`src/rtl/wrr_burst_arbiter.sv`:
```
// wrr_burst_arbiter: weighted round-robin arbiter that holds each grant for a burst of up to weight[i] transactions
module wrr_burst_arbiter #(
  parameter int N     = 4,
  parameter int CNT_W = 4
) (
  input  logic                 clk,
  input  logic                 rst,
  input  logic [N-1:0]         req,
  input  logic [N*CNT_W-1:0]   weight,
  input  logic                 done,
  output logic [N-1:0]         grant,
  output logic [$clog2(N)-1:0] grant_id,
  output logic                 busy
);
  localparam int IW = $clog2(N);
  typedef enum logic {IDLE, GRANT} state_t;
  state_t           r_state;
  logic [IW-1:0]    r_ptr;
  logic [CNT_W-1:0] r_credit;
  logic             w_release;
  logic [IW-1:0]    w_ptr;
  logic [IW-1:0]    w_sel;
  logic             w_found;
  logic [CNT_W-1:0] w_wt;
  logic [CNT_W-1:0] w_credit;
  // release decision, rotated search start, and first requester at or after it (lowest offset wins)
  always_comb begin
    w_release = (r_state == GRANT) && done && (r_credit <= CNT_W'(1) || !req[grant_id]);
    w_ptr     = w_release ? ((grant_id == IW'(N-1)) ? '0 : grant_id + IW'(1)) : r_ptr;
    w_sel     = '0;
    w_found   = 1'b0;
    for (int k = N-1; k >= 0; k--) begin
      if (req[(int'(w_ptr) + k) % N]) begin
        w_sel   = IW'((int'(w_ptr) + k) % N);
        w_found = 1'b1;
      end
    end
    w_wt     = weight[w_sel*CNT_W +: CNT_W];
    w_credit = (w_wt == '0) ? CNT_W'(1) : w_wt;
  end
  // grant FSM: load a new owner from idle or on release (no bubble), otherwise count down the burst
  always_ff @(posedge clk) begin
    if (rst) begin
      r_state  <= IDLE;
      r_ptr    <= '0;
      r_credit <= '0;
      grant    <= '0;
      grant_id <= '0;
      busy     <= 1'b0;
    end else if ((r_state == IDLE) || w_release) begin
      r_ptr    <= w_ptr;
      r_state  <= w_found ? GRANT : IDLE;
      r_credit <= w_found ? w_credit : '0;
      grant    <= w_found ? (N'(1) << w_sel) : '0;
      grant_id <= w_found ? w_sel : '0;
      busy     <= w_found;
    end else if (done) begin
      r_credit <= r_credit - CNT_W'(1);
    end
  end
endmodule
```
`config.mk`:
```
export PLATFORM = sky130hd
export DESIGN_NAME = wrr_burst_arbiter
export DESIGN_NICKNAME = d
export VERILOG_FILES = /design/src/rtl/wrr_burst_arbiter.sv
export SDC_FILE = /design/constraint.sdc
export NUM_CORES = 1
export LEC_CHECK = 0
export CAP_MARGIN = 10
export CORE_ASPECT_RATIO = 1.25
export CORE_UTILIZATION = 35
export CTS_BUF_LIST = sky130_fd_sc_hd__clkbuf_8
export DETAILED_ROUTE_END_ITERATION = 6
export HOLD_SLACK_MARGIN = 0.08
export SLEW_MARGIN = 20
export SYNTH_ARGS = -nofsm -noshare
export SYNTH_HDL_FRONTEND = slang
export SYNTH_SLANG_ARGS = --single-unit
```
`constraint.sdc`:
```
create_clock -name clk -period 5.4 [get_ports clk]
set_clock_uncertainty 0.1 [all_clocks]
set_input_delay 1.08 -clock clk [delete_from_list [all_inputs] [get_ports clk]]
set_output_delay 1.08 -clock clk [all_outputs]
set_load 0.02 [all_outputs]
```
==> impl_results.md, run 1 <==
- Power Density: approximately 270 nW/µm²
- Gr ovfl total: 0
- Comb power frac: 44.3%
- Yosys warning total: 0
- Detail Route Antenna Nets: 0
- Via Count: 1010
- Run status: finished clean
- Pint: 0.000242 W
- CTS clk-pin slew, worst paths: 0.06 ns
- CTS Hold Bufs: 0
- Post-synth top flop: dfxtp_1
- Core area: 2730 µm²
- Flop-to-flop setup slack: about 2.2 ns
- Inserted Clock Buffers: 3
- Worst EP required: 5.40 ns
- Ys async rst share: 0%
- DP Area: ~1300 µm²
- Area share of the largest cell type after synthesis: approximately 25%
- Synth-to-layout area growth: 34.0%
- Final hold vios: 0
- Min-delay src: r_ptr[1]
- Yosys reg bits: 13
- Rows: 21
- CTS tree: built
- WL per Instance: 14.7 µm
- I/O pin cnt: 30
- Initial antenna violation count: 0
- Final wirelength: roughly 2600 µm
- First DRT Iteration DRCs: 23
- Worst-Margin Slew: 0.495 ns
- EDFF count, synth: 0
- Kind of critical path: input port to flop
- Synth unique cells: 43
- Die Height: 62.8 µm
- Starting density of the core: 37.9%
- Setup TNS: 0 ns
- Tcrit/Tclk final: 73.7%
- Hold Path Cell Cnt: 2
- Routability congestion estimate: ~0.94
- Unrepaired setup endpoints after global routing: no
- Critical Path End Type: flop
- DR vias/cell: roughly 5.7
- Seq/Total Area, Yosys: 25.2%
- Layout Nets: 170
- Synth Area per Inst: roughly 9.2 µm²
- Share of total power in the clock network: 23.3%
- Sw Share: approximately a third
- Mapped Cells: ~110
- Fin crit period: 3.98 ns
- Cell area after layout: 1390 µm²
- ANT cells: 0
- Worst hold path class: flop to flop
- Commonest non-fill, non-tap cell in the layout: clkdlybuf4s50_1
- Die ar.: 3180 µm²
- Mapped Nets: ~140
- Die W: 50.6 µm
- GRT Resource Usage Total: 17.9%
- H-tree depth: 1
- Max transition margin: 66.9%
- Worst vdd ir: 0.198 mV
- Data arrival, critical path: 3.98 ns
- CP max FO: 7
- Most frequent cells in the layout: clkdlybuf4s50_1 (29), nor2_1 (13), dfxtp_1 (13)
- R2R Path End: r_credit[0]
- Port-buffer cells: 29
- Max cap viols: 0
- CP startpoint kind: input port
- Post-DP HPWL: 2030 µm
- Synth area leaders: dfxtp_1 (25%), mux2i_1 (8.7%), nor2_1 (4.7%), mux2_2 (4.4%), a22oi_1 (3.6%)
- Post-synth top area cell: dfxtp_1
- Cell Area, Synth: slightly above 1000 µm²
- Reg2reg start: grant_id[0]
- FILL cells: 275
- P_leak: 0.536 nW
- Layout cells sized above 1: 14.7%
- Vias in the first global route: 1003
- Maximum clock insertion buffer count: 2
- DRC viols: 0
- Setup violators final: 0
- Root Buffer: clkbuf_8
- CP startpoint: req[0]
- Pre-Repair DR Iteration Count: 4
- Overall power: 0.000373 W
- Post-CTS resize count: 0
- Sink Count: 13
- Hold endpoint: r_ptr[1]
- Clock Latency Late Sink: roughly 0.25 ns
- Largest net degree at the start of global routing: 14
- Setup bufs post-CTS: 0
- Sequential power share: ~32%
- Fmax: 251 MHz
- Final Max Tran Viols: 0
- R2r worst-path depth: 9
- Sw Pwr: between 0.0001 and 0.00015 W
- First-pass GRT wire length: 4370 µm
==> per-stage QoR <==
stage                     hold WS, ns  instances  util [%]  worst slack (ns)
after global placement          0.389        173      49.1              1.20
final                           0.390        177      50.7              1.42
after detailed placement        0.379        173      49.1              1.16
after CTS                       0.387        177      50.7              1.41
after floorplan                 0.357        113         -              2.02
after global routing            0.421        177      50.7              1.26
==> cell families (layout without fill, tap and decap cells) <==
| group | Yosys count | count (layout) | share of synthesized area (%) |
|---|---|---|---|
| XOR/XNOR | 1 | 1 | 0.847 |
| adder cells (fa/ha/maj) | 3 | 3 | 3.63 |
| AO/OA/AOI/OAI | 32 | 32 | 27.5 |
| buffers and inverters | 9 | 39 | 4.72 |
| AND/OR/NAND/NOR | 41 | 41 | 23.0 |
| flip-flops | 13 | 13 | 25.2 |
| multiplexers | 14 | 14 | 15.2 |
==> registers in the layout, indices dropped and copies added (netlist names) <==
| register | flops |
|---|---|
| grant_id | 2 |
| r_credit | 4 |
| busy | 1 |
| grant | 4 |
| r_ptr | 2 |
==> worst max path at each step <==
stage                  endpoint  depth (start not counted)
finish              r_credit[0]                         10
global route        r_credit[0]                         10
CTS                 r_credit[0]                         10
detailed placement  r_credit[0]                         10
global placement    r_credit[0]                         10
floorplan           r_credit[0]                          9
==> cell type report <==
class	instances	area [µm²]	area share, %
well taps	34	42.5	3.07
repair buffers	29	290	20.9
clock inverters	1	3.75	0.271
clock buffers	3	41.3	2.98
inverters	6	22.5	1.62
multi-input cells	91	726	52.3
flip-flops and latches	13	260	18.8
==> critical path: stages <==
cell             delay, ns
clkdlybuf4s50_1       0.53
mux2_2                0.35
o32ai_4               0.39
nor2_8                0.07
a31oi_1               0.20
a32oi_1               0.09
a21oi_2               0.30
mux4_2                0.55
a221oi_1              0.29
a221oi_1              0.13
==> power groups by stage <==
stage	logic [W]	registers [W]	clock network [W]
3_3_place_gp	0.000163	0.000123	0
6_report	0.000165	0.000121	0.0000868
5_1_grt	0.000179	0.000123	0.0000916
4_1_cts	0.000166	0.000121	0.0000868
2_1_floorplan	0.000113	0.000126	0
3_5_place_dp	0.000164	0.000123	0
==> Yosys cell counts, drive strengths merged (2+ instances only) <==
cell and instances:
a21oi 8, a221oi 2, a22oi 5, and2 2, and2b 2, buf 2, dfxtp 13, ha 3
inv 6, mux2 4, mux2i 9, nand2 6, nand4 3, nor2 14, nor2b 2, nor3 4
o21ai 2, o21ba 2, o221a 2, or2 2
==> layer usage <==
metal / vias up / global-route usage, % / wire length [µm] / part of all wire (%)
met5: - / 0 / 0 / 0
met4: 0 / 9.38 / 45 / 1.7
met3: 4 / 2.19 / 146 / 5.6
met2: 45 / 32.7 / 1330 / 51
met1: 470 / 19.4 / 1080 / 42
li1: 491 / - / - / -
Power figures use the tool's default switching activity.
==> inputs of run 2 (changes only) <==
==> constraint.sdc (replaced) <==
create_clock -name clk -period 3.45 [get_ports clk]
set_clock_uncertainty 0.1 [all_clocks]
set_input_delay 0.69 -clock clk [delete_from_list [all_inputs] [get_ports clk]]
set_output_delay 0.69 -clock clk [all_outputs]
set_load 0.02 [all_outputs]
==> run 2 against run 1 <==
- clock-buffer cell count is the same
- worst hold slack gained 0.0067 ns
- highest routed layer unchanged
- sequential cell count is the same
- cell area grew 9.2%
- cell count grew 9.6%
- first-iteration DRC count shrank 35%
- combinational power grew 82%
- via count grew 3.9%
==> impl_results.md, run 2 (same netlist as run 1, synthesis figures left out) <==
- Setup TNS: 0 ns (unchanged)
- Worst hold path class: flop to flop (unchanged)
- Setup bufs post-CTS: 0 (unchanged)
- Largest registers: grant (4), r_credit (4) (unchanged)
- Pre-Repair DR Iteration Count: 4 (unchanged)
- Commonest non-fill, non-tap cell in the layout: clkdlybuf4s50_1 (unchanged)
- CP max FO: 8 (was 7)
- Die ar.: 3180 µm² (unchanged)
- Die Height: 62.8 µm (unchanged)
- Sink Count: 13 (unchanged)
- P_leak: 0.616 nW (was 0.536 nW)
- Layout cells sized above 1: 23.8% (was 14.7%)
- Worst vdd ir: 0.249 mV (was 0.198 mV)
- Final wirelength: 2760 µm (was 2600 µm)
- First-pass GRT wire length: 4760 µm (was 4370 µm)
- Final Max Tran Viols: 0 (unchanged)
- CP top delay family: compound AO/OA/AOI/OAI gates (unchanged)
- Via Count: 1049 (was 1010)
- Critical Path End Type: flop (unchanged)
- Kind of critical path: input port to flop (unchanged)
- Final worst slack: 0.142 ns (was 1.42 ns)
- CTS clk-pin slew, worst paths: 0.06 ns (about the same)
- Util after Layout: 55.4% (was 50.7%)
- ANT cells: 0 (unchanged)
- H-tree depth: 1 (unchanged)
- Max transition margin: 65.7% (was 66.9%)
- Power Density: 410 nW/µm² (was 269 nW/µm²)
- Fin crit period: between 3 and 4 ns
- Detail Route Antenna Nets: 0 (unchanged)
- I/O pin cnt: 30 (unchanged)
- Max stage delay cell, worst path: clkdlybuf4s50_1 (was mux4_2)
- WL per Instance: 14.2 µm (was 14.7 µm)
- Run status: finished clean (unchanged)
- Data arrival, critical path: 3.30 ns (was 3.98 ns)
- Final instance count without filler cells: 194 (was 177)
- WP buf/inv: 3 (was 1)
- Max cap viols: 0 (unchanged)
- Layout Nets: 187 (was 170)
- CP startpoint: req[1] (was req[0])
- CP startpoint kind: input port (unchanged)
- Port-buffer cells: 29 (unchanged)
- Fmax: a little over 300 MHz
- Tcrit/Tclk final: 95.9%
- Largest net degree at the start of global routing: 14 (unchanged)
- WHS: 0.397 ns (was 0.390 ns)
- Die W: 50.6 µm (unchanged)
- Core area: 2730 µm² (unchanged)
- Most frequent cells in the layout: clkdlybuf4s50_1 (29), buf_4 (17), nor2_1 (13), dfxtp_1 (13), mux2i_1 (9) (was clkdlybuf4s50_1 (29), nor2_1 (13), dfxtp_1 (13))
- First DRT Iteration DRCs: 15 (was 23)
- DR vias/cell: 5.41 (was 5.71)
- Worst EP required: 3.44 ns (was 5.40 ns)
- Vias in the first global route: 1111 (was 1003)
- Rows: 21 (unchanged)
- Unrepaired setup endpoints after global routing: no (unchanged)
- Gr ovfl total: 0 (unchanged)
- CTS tree: built (unchanged)
- Crit-path cells: clkdlybuf4s50_1 > mux2_2 > o32ai_4 > nor2_8 > mux2i_1 > buf_4 > o2111ai_4 > inv_1 > mux4_2 > a221oi_1 > a221oi_1 (was clkdlybuf4s50_1 > mux2_2 > o32ai_4 > nor2_8 > a31oi_1 > a32oi_1 > a21oi_2 > mux4_2 > a221oi_1 > a221oi_1)
- FILL cells: 268 (was 275)
- Routability congestion estimate: 0.914 (was 0.938)
- Inserted Clock Buffers: 3 (unchanged)
- Root Buffer: clkbuf_8 (unchanged)
- Reg2reg start: grant_id[0] (unchanged)
- Clock Latency Late Sink: 0.24 ns (was 0.25 ns)
- Place WS: -0.0587 ns (was 1.16 ns)
- Setup violators final: 0 (unchanged)
- GRT Resource Usage Total: 19.2% (was 17.9%)
- Maximum clock insertion buffer count: 2 (unchanged)
- Min-delay src: r_ptr[1] (unchanged)
- Synth-to-layout area growth: 46.3% (was 34.0%)
- Final hold vios: 0 (unchanged)
- Starting density of the core: 37.9% (unchanged)
- Worst-Margin Slew: 0.513 ns (was 0.495 ns)
- Placed cell count: 190 (was 173)
- Initial antenna violation count: 0 (unchanged)
- Crit-path max cell delay: 0.43 ns (was 0.55 ns)
- Post-DP HPWL: 2280 µm (was 2030 µm)
- DRC viols: 0 (unchanged)
- Cell mode on critical path: a221oi_1 (unchanged)
==> run 2: cell types whose count changed in the layout (fill, tap and decap cells not counted) <==
| cell | change |
|---|---|
| buf_4 | +17 |
| o21ai_0 | -1 |
| o21ai_1 | +1 |
==> run 2: worst paths after layout <==
kind         cells past startpoint           to  slack, ns
min reg2reg                      2     r_ptr[1]       0.40
max                             11  r_credit[0]       0.14
min                              2     r_ptr[1]       0.40
max reg2reg                     10  r_credit[0]       0.43
==> run 2: final cells by class <==
cell class                      count  area [µm²]  area share (%)
Multi-Input combinational cell     91         726            47.9
Timing Repair Buffer               46         418            27.6
Sequential cell                    13         260            17.2
Tap cell                           34        42.5            2.81
Clock buffer                        3        41.3            2.73
Inverter                            6        22.5            1.49
Clock inverter                      1        3.75           0.248
==> run 2: worst reg2reg max path: stages, from the launching register on <==
cell,delay (ns)
dfxtp_1,0.49
mux2_2,0.42
o32ai_4,0.38
nor2_8,0.07
mux2i_1,0.13
buf_4,0.15
o2111ai_4,0.33
inv_1,0.11
mux4_2,0.31
a221oi_1,0.28
a221oi_1,0.11
==> run 2: metrics by stage <==
stage               cell area, µm²  power (W)
floorplan                     1030   0.000373
global placement              1470   0.000485
detailed placement            1470   0.000491
CTS                           1510   0.000624
global route                  1510   0.000662
finish                        1510   0.000620
==> run 2: metal layers <==
layer  routed length (µm)  vias up  part of all wire [%]  global-route usage [%]
li1                     -      526                     -                       -
met1                 1190      484                    43                    21.3
met2                 1400       33                    51                    34.5
met3                  120        6                   4.4                    3.16
met4                   45        0                   1.6                    8.68
met5                    0        -                     0                       0
==> run 2: timing repair <==
item | in CTS | in global routing
endpoints found under the hold margin | 0 | 0
gates resized for setup | 0 | 1
setup endpoints to repair | 0 | 1
hold buffers | 0 | 0
==> run 2: power by group <==
| group | switching, W | internal, W |
|---|---|---|
| sequential | 0.0000198 | 0.000169 |
| clock | 0.0000526 | 0.0000784 |
| combinational | 0.000138 | 0.000162 |
| total | 0.000211 | 0.000410 |
==> inputs of run 3 (changes only) <==
--- a/config.mk
+++ b/config.mk
@@ -10,7 +10,9 @@
 export CORE_UTILIZATION = 35
 export CTS_BUF_LIST = sky130_fd_sc_hd__clkbuf_8
 export DETAILED_ROUTE_END_ITERATION = 6
+export GPL_TIMING_DRIVEN = 0
 export HOLD_SLACK_MARGIN = 0.08
+export SETUP_SLACK_MARGIN = 0.4
 export SLEW_MARGIN = 20
 export SYNTH_ARGS = -nofsm -noshare
 export SYNTH_HDL_FRONTEND = slang
==> run 3 against run 2 <==
- worst hold slack worse by 0.0033 ns
- total power grew 3.4%
- cell area up 2.0%
- first-iteration DRC count up 33%
- sequential share of layout area decreased by 0.25 points
- highest routed layer unchanged
==> impl_results.md, run 3 (same netlist as run 1, synthesis figures left out) <==
- Flop-to-flop setup slack: 0.56 ns (was 0.43 ns)
- Worst hold path class: flop to flop (unchanged)
- Final wirelength: 2530 µm (was 2760 µm)
- Largest registers: grant (4), r_credit (4) (unchanged)
- Initial antenna violation count: 0 (unchanged)
- Pre-Repair DR Iteration Count: 4 (unchanged)
- Most used routing layer in global routing: met2 (unchanged)
- Max cap viols: 0 (unchanged)
- Commonest non-fill, non-tap cell in the layout: clkdlybuf4s50_1 (unchanged)
- Worst vdd ir: 0.269 mV (was 0.249 mV)
- Starting density of the core: 37.9% (unchanged)
- Die Height: 62.8 µm (unchanged)
- Worst-Margin Slew: 0.473 ns (was 0.513 ns)
- Final worst slack: 0.538 ns (was 0.142 ns)
- Data arrival, critical path: 2.91 ns (was 3.30 ns)
- GRT Resource Usage Total: 17.1% (was 19.2%)
- Unrepaired setup endpoints after global routing: no (unchanged)
- Core area: 2730 µm² (unchanged)
- DRC viols: 0 (unchanged)
- Root Buffer: clkbuf_8 (unchanged)
- Max stage delay cell, worst path: mux4_2 (was clkdlybuf4s50_1)
- Fin crit period: 2.91 ns (was 3.31 ns)
- Inserted Clock Buffers: 3 (unchanged)
- Die ar.: 3180 µm² (unchanged)
- Post-DP HPWL: 1980 µm (was 2280 µm)
- Layout cells sized above 1: 29.5% (was 23.8%)
- ANT cells: 0 (unchanged)
- Maximum clock insertion buffer count: 2 (unchanged)
- DR vias/cell: 5.53 (was 5.41)
- Met2 usage: 31.3% (was 34.5%)
- Die W: 50.6 µm (unchanged)
- Min-delay src: r_ptr[1] (unchanged)
- Power Density: 415 nW/µm² (was 410 nW/µm²)
- CP max FO: 7 (was 8)
- Final instance count without filler cells: 190 (was 194)
- Critical Path End Type: flop (unchanged)
- Max transition margin: 68.4% (was 65.7%)
- Final hold vios: 0 (unchanged)
- Kind of critical path: input port to flop (unchanged)
- CP startpoint: req[0] (was req[1])
- Crit-path max cell delay: 0.54 ns (was 0.43 ns)
- WHS: 0.394 ns (was 0.397 ns)
- I/O pin cnt: 30 (unchanged)
- CTS Hold Bufs: 0 (unchanged)
- Layout Nets: 183 (was 187)
- First DRT Iteration DRCs: 20 (was 15)
- Reg2reg start: r_credit[0] (was grant_id[0])
- Sink Count: 13 (unchanged)
- CP startpoint kind: input port (unchanged)
- Detail Route Antenna Nets: 0 (unchanged)
- Run status: finished clean (unchanged)
- Port-buffer cells: 29 (unchanged)
- Util after Layout: 56.5% (was 55.4%)
- Most frequent cells in the layout: clkdlybuf4s50_1 (24), nor2_1 (12), dfxtp_1 (12) (was clkdlybuf4s50_1 (29), buf_4 (17), nor2_1 (13), dfxtp_1 (13), mux2i_1 (9))
- Routability congestion estimate: 0.854 (was 0.914)
- First-pass GRT wire length: 4310 µm (was 4760 µm)
- Setup violators final: 0 (unchanged)
- Clock Latency Late Sink: 0.24 ns (about the same)
- FILL cells: 259 (was 268)
- Fmax: 343 MHz (was 302 MHz)
- Placed cell count: 176 (was 190)
- Tcrit/Tclk final: 84.4% (was 95.9%)
- Global Route met3 Usage: 2.19% (was 3.16%)
- Via Count: 1050 (was 1049)
- P_leak: 0.612 nW (was 0.616 nW)
- Place WS: -0.363 ns (was -0.0587 ns)
- Final Max Tran Viols: 0 (unchanged)
- Crit-path cells: buf_2 > mux2_4 > o32ai_4 > buf_12 > nor2_8 > a31oi_2 > a32oi_1 > a21oi_2 > mux4_2 > a221oi_2 > a221oi_1 (was clkdlybuf4s50_1 > mux2_2 > o32ai_4 > nor2_8 > mux2i_1 > buf_4 > o2111ai_4 > inv_1 > mux4_2 > a221oi_1 > a221oi_1)
- GR Util met1: 19.6% (was 21.3%)
- WL per Instance: 13.3 µm (was 14.2 µm)
- CTS tree: built (unchanged)
- Worst EP required: 3.45 ns (was 3.44 ns)
- Rows: 21 (unchanged)
- H-tree depth: 1 (unchanged)
- Vias in the first global route: 1033 (was 1111)
- Largest net degree at the start of global routing: 11 (was 14)
- Synth-to-layout area growth: 49.2% (was 46.3%)
- Gr ovfl total: 0 (unchanged)
- CTS clk-pin slew, worst paths: 0.05 ns (was 0.06 ns)
run 3: cell types whose count changed in the layout (fill, tap and decap cells not counted), moves of 2 or more:
cell	change
buf_12	+2
buf_2	+2
buf_4	-9
buf_6	+2
clkbuf_2	+3
clkdlybuf4s50_1	-5
mux2i_1	-3
mux2i_4	+2
run 3: critical path: cells and delay by family:
kind,cells,cell delay (ns)
buf+inv,2,0.31
simple gates,1,0.05
mux,2,0.84
compound gates,6,1.03
run 3: stage by stage:
step | total power, W | setup TNS, ns | instance area, µm²
detailed placement | 0.000452 | -0.980 | 1370
CTS | 0.000629 | 0 | 1510
global placement | 0.000449 | -0.980 | 1370
floorplan | 0.000373 | 0 | 1030
global route | 0.000684 | 0 | 1540
finish | 0.000641 | 0 | 1540
run 3: what timing repair did:
action	in CTS	in global routing
pin swaps	3	4
gates resized for setup	18	11
hold endpoints to repair	0	0
buffers inserted	7	3
endpoints found under the setup margin	7	3
run 3: power by group:
group / switching, W / internal, W
sequential: 0.0000203 / 0.000170
combinational: 0.000145 / 0.000178
clock: 0.0000499 / 0.0000783
total: 0.000215 / 0.000426
run 3: final timing paths:
| kind | end | depth (start not counted) |
|---|---|---|
| max | r_credit[0] | 11 |
| min | r_ptr[1] | 2 |
| max reg2reg | r_credit[1] | 13 |
| min reg2reg | r_ptr[1] | 2 |
run 3: metal layers:
metal  part of all wire [%]  routed length, µm
met1                     42               1070
met2                     51               1290
met3                    4.6                116
met4                    2.0                 51
met5                      0                  0
run 3: cell type report:
type,count,area (µm²),share of cell area [%]
clock buffer,3,41.3,2.67
timing repair buffer,39,365,23.7
inverter,6,22.5,1.46
sequential,13,262,16.9
clock inverter,1,3.75,0.243
tap,34,42.5,2.76
buffer,3,26.3,1.70
multi-input combinational,91,781,50.6
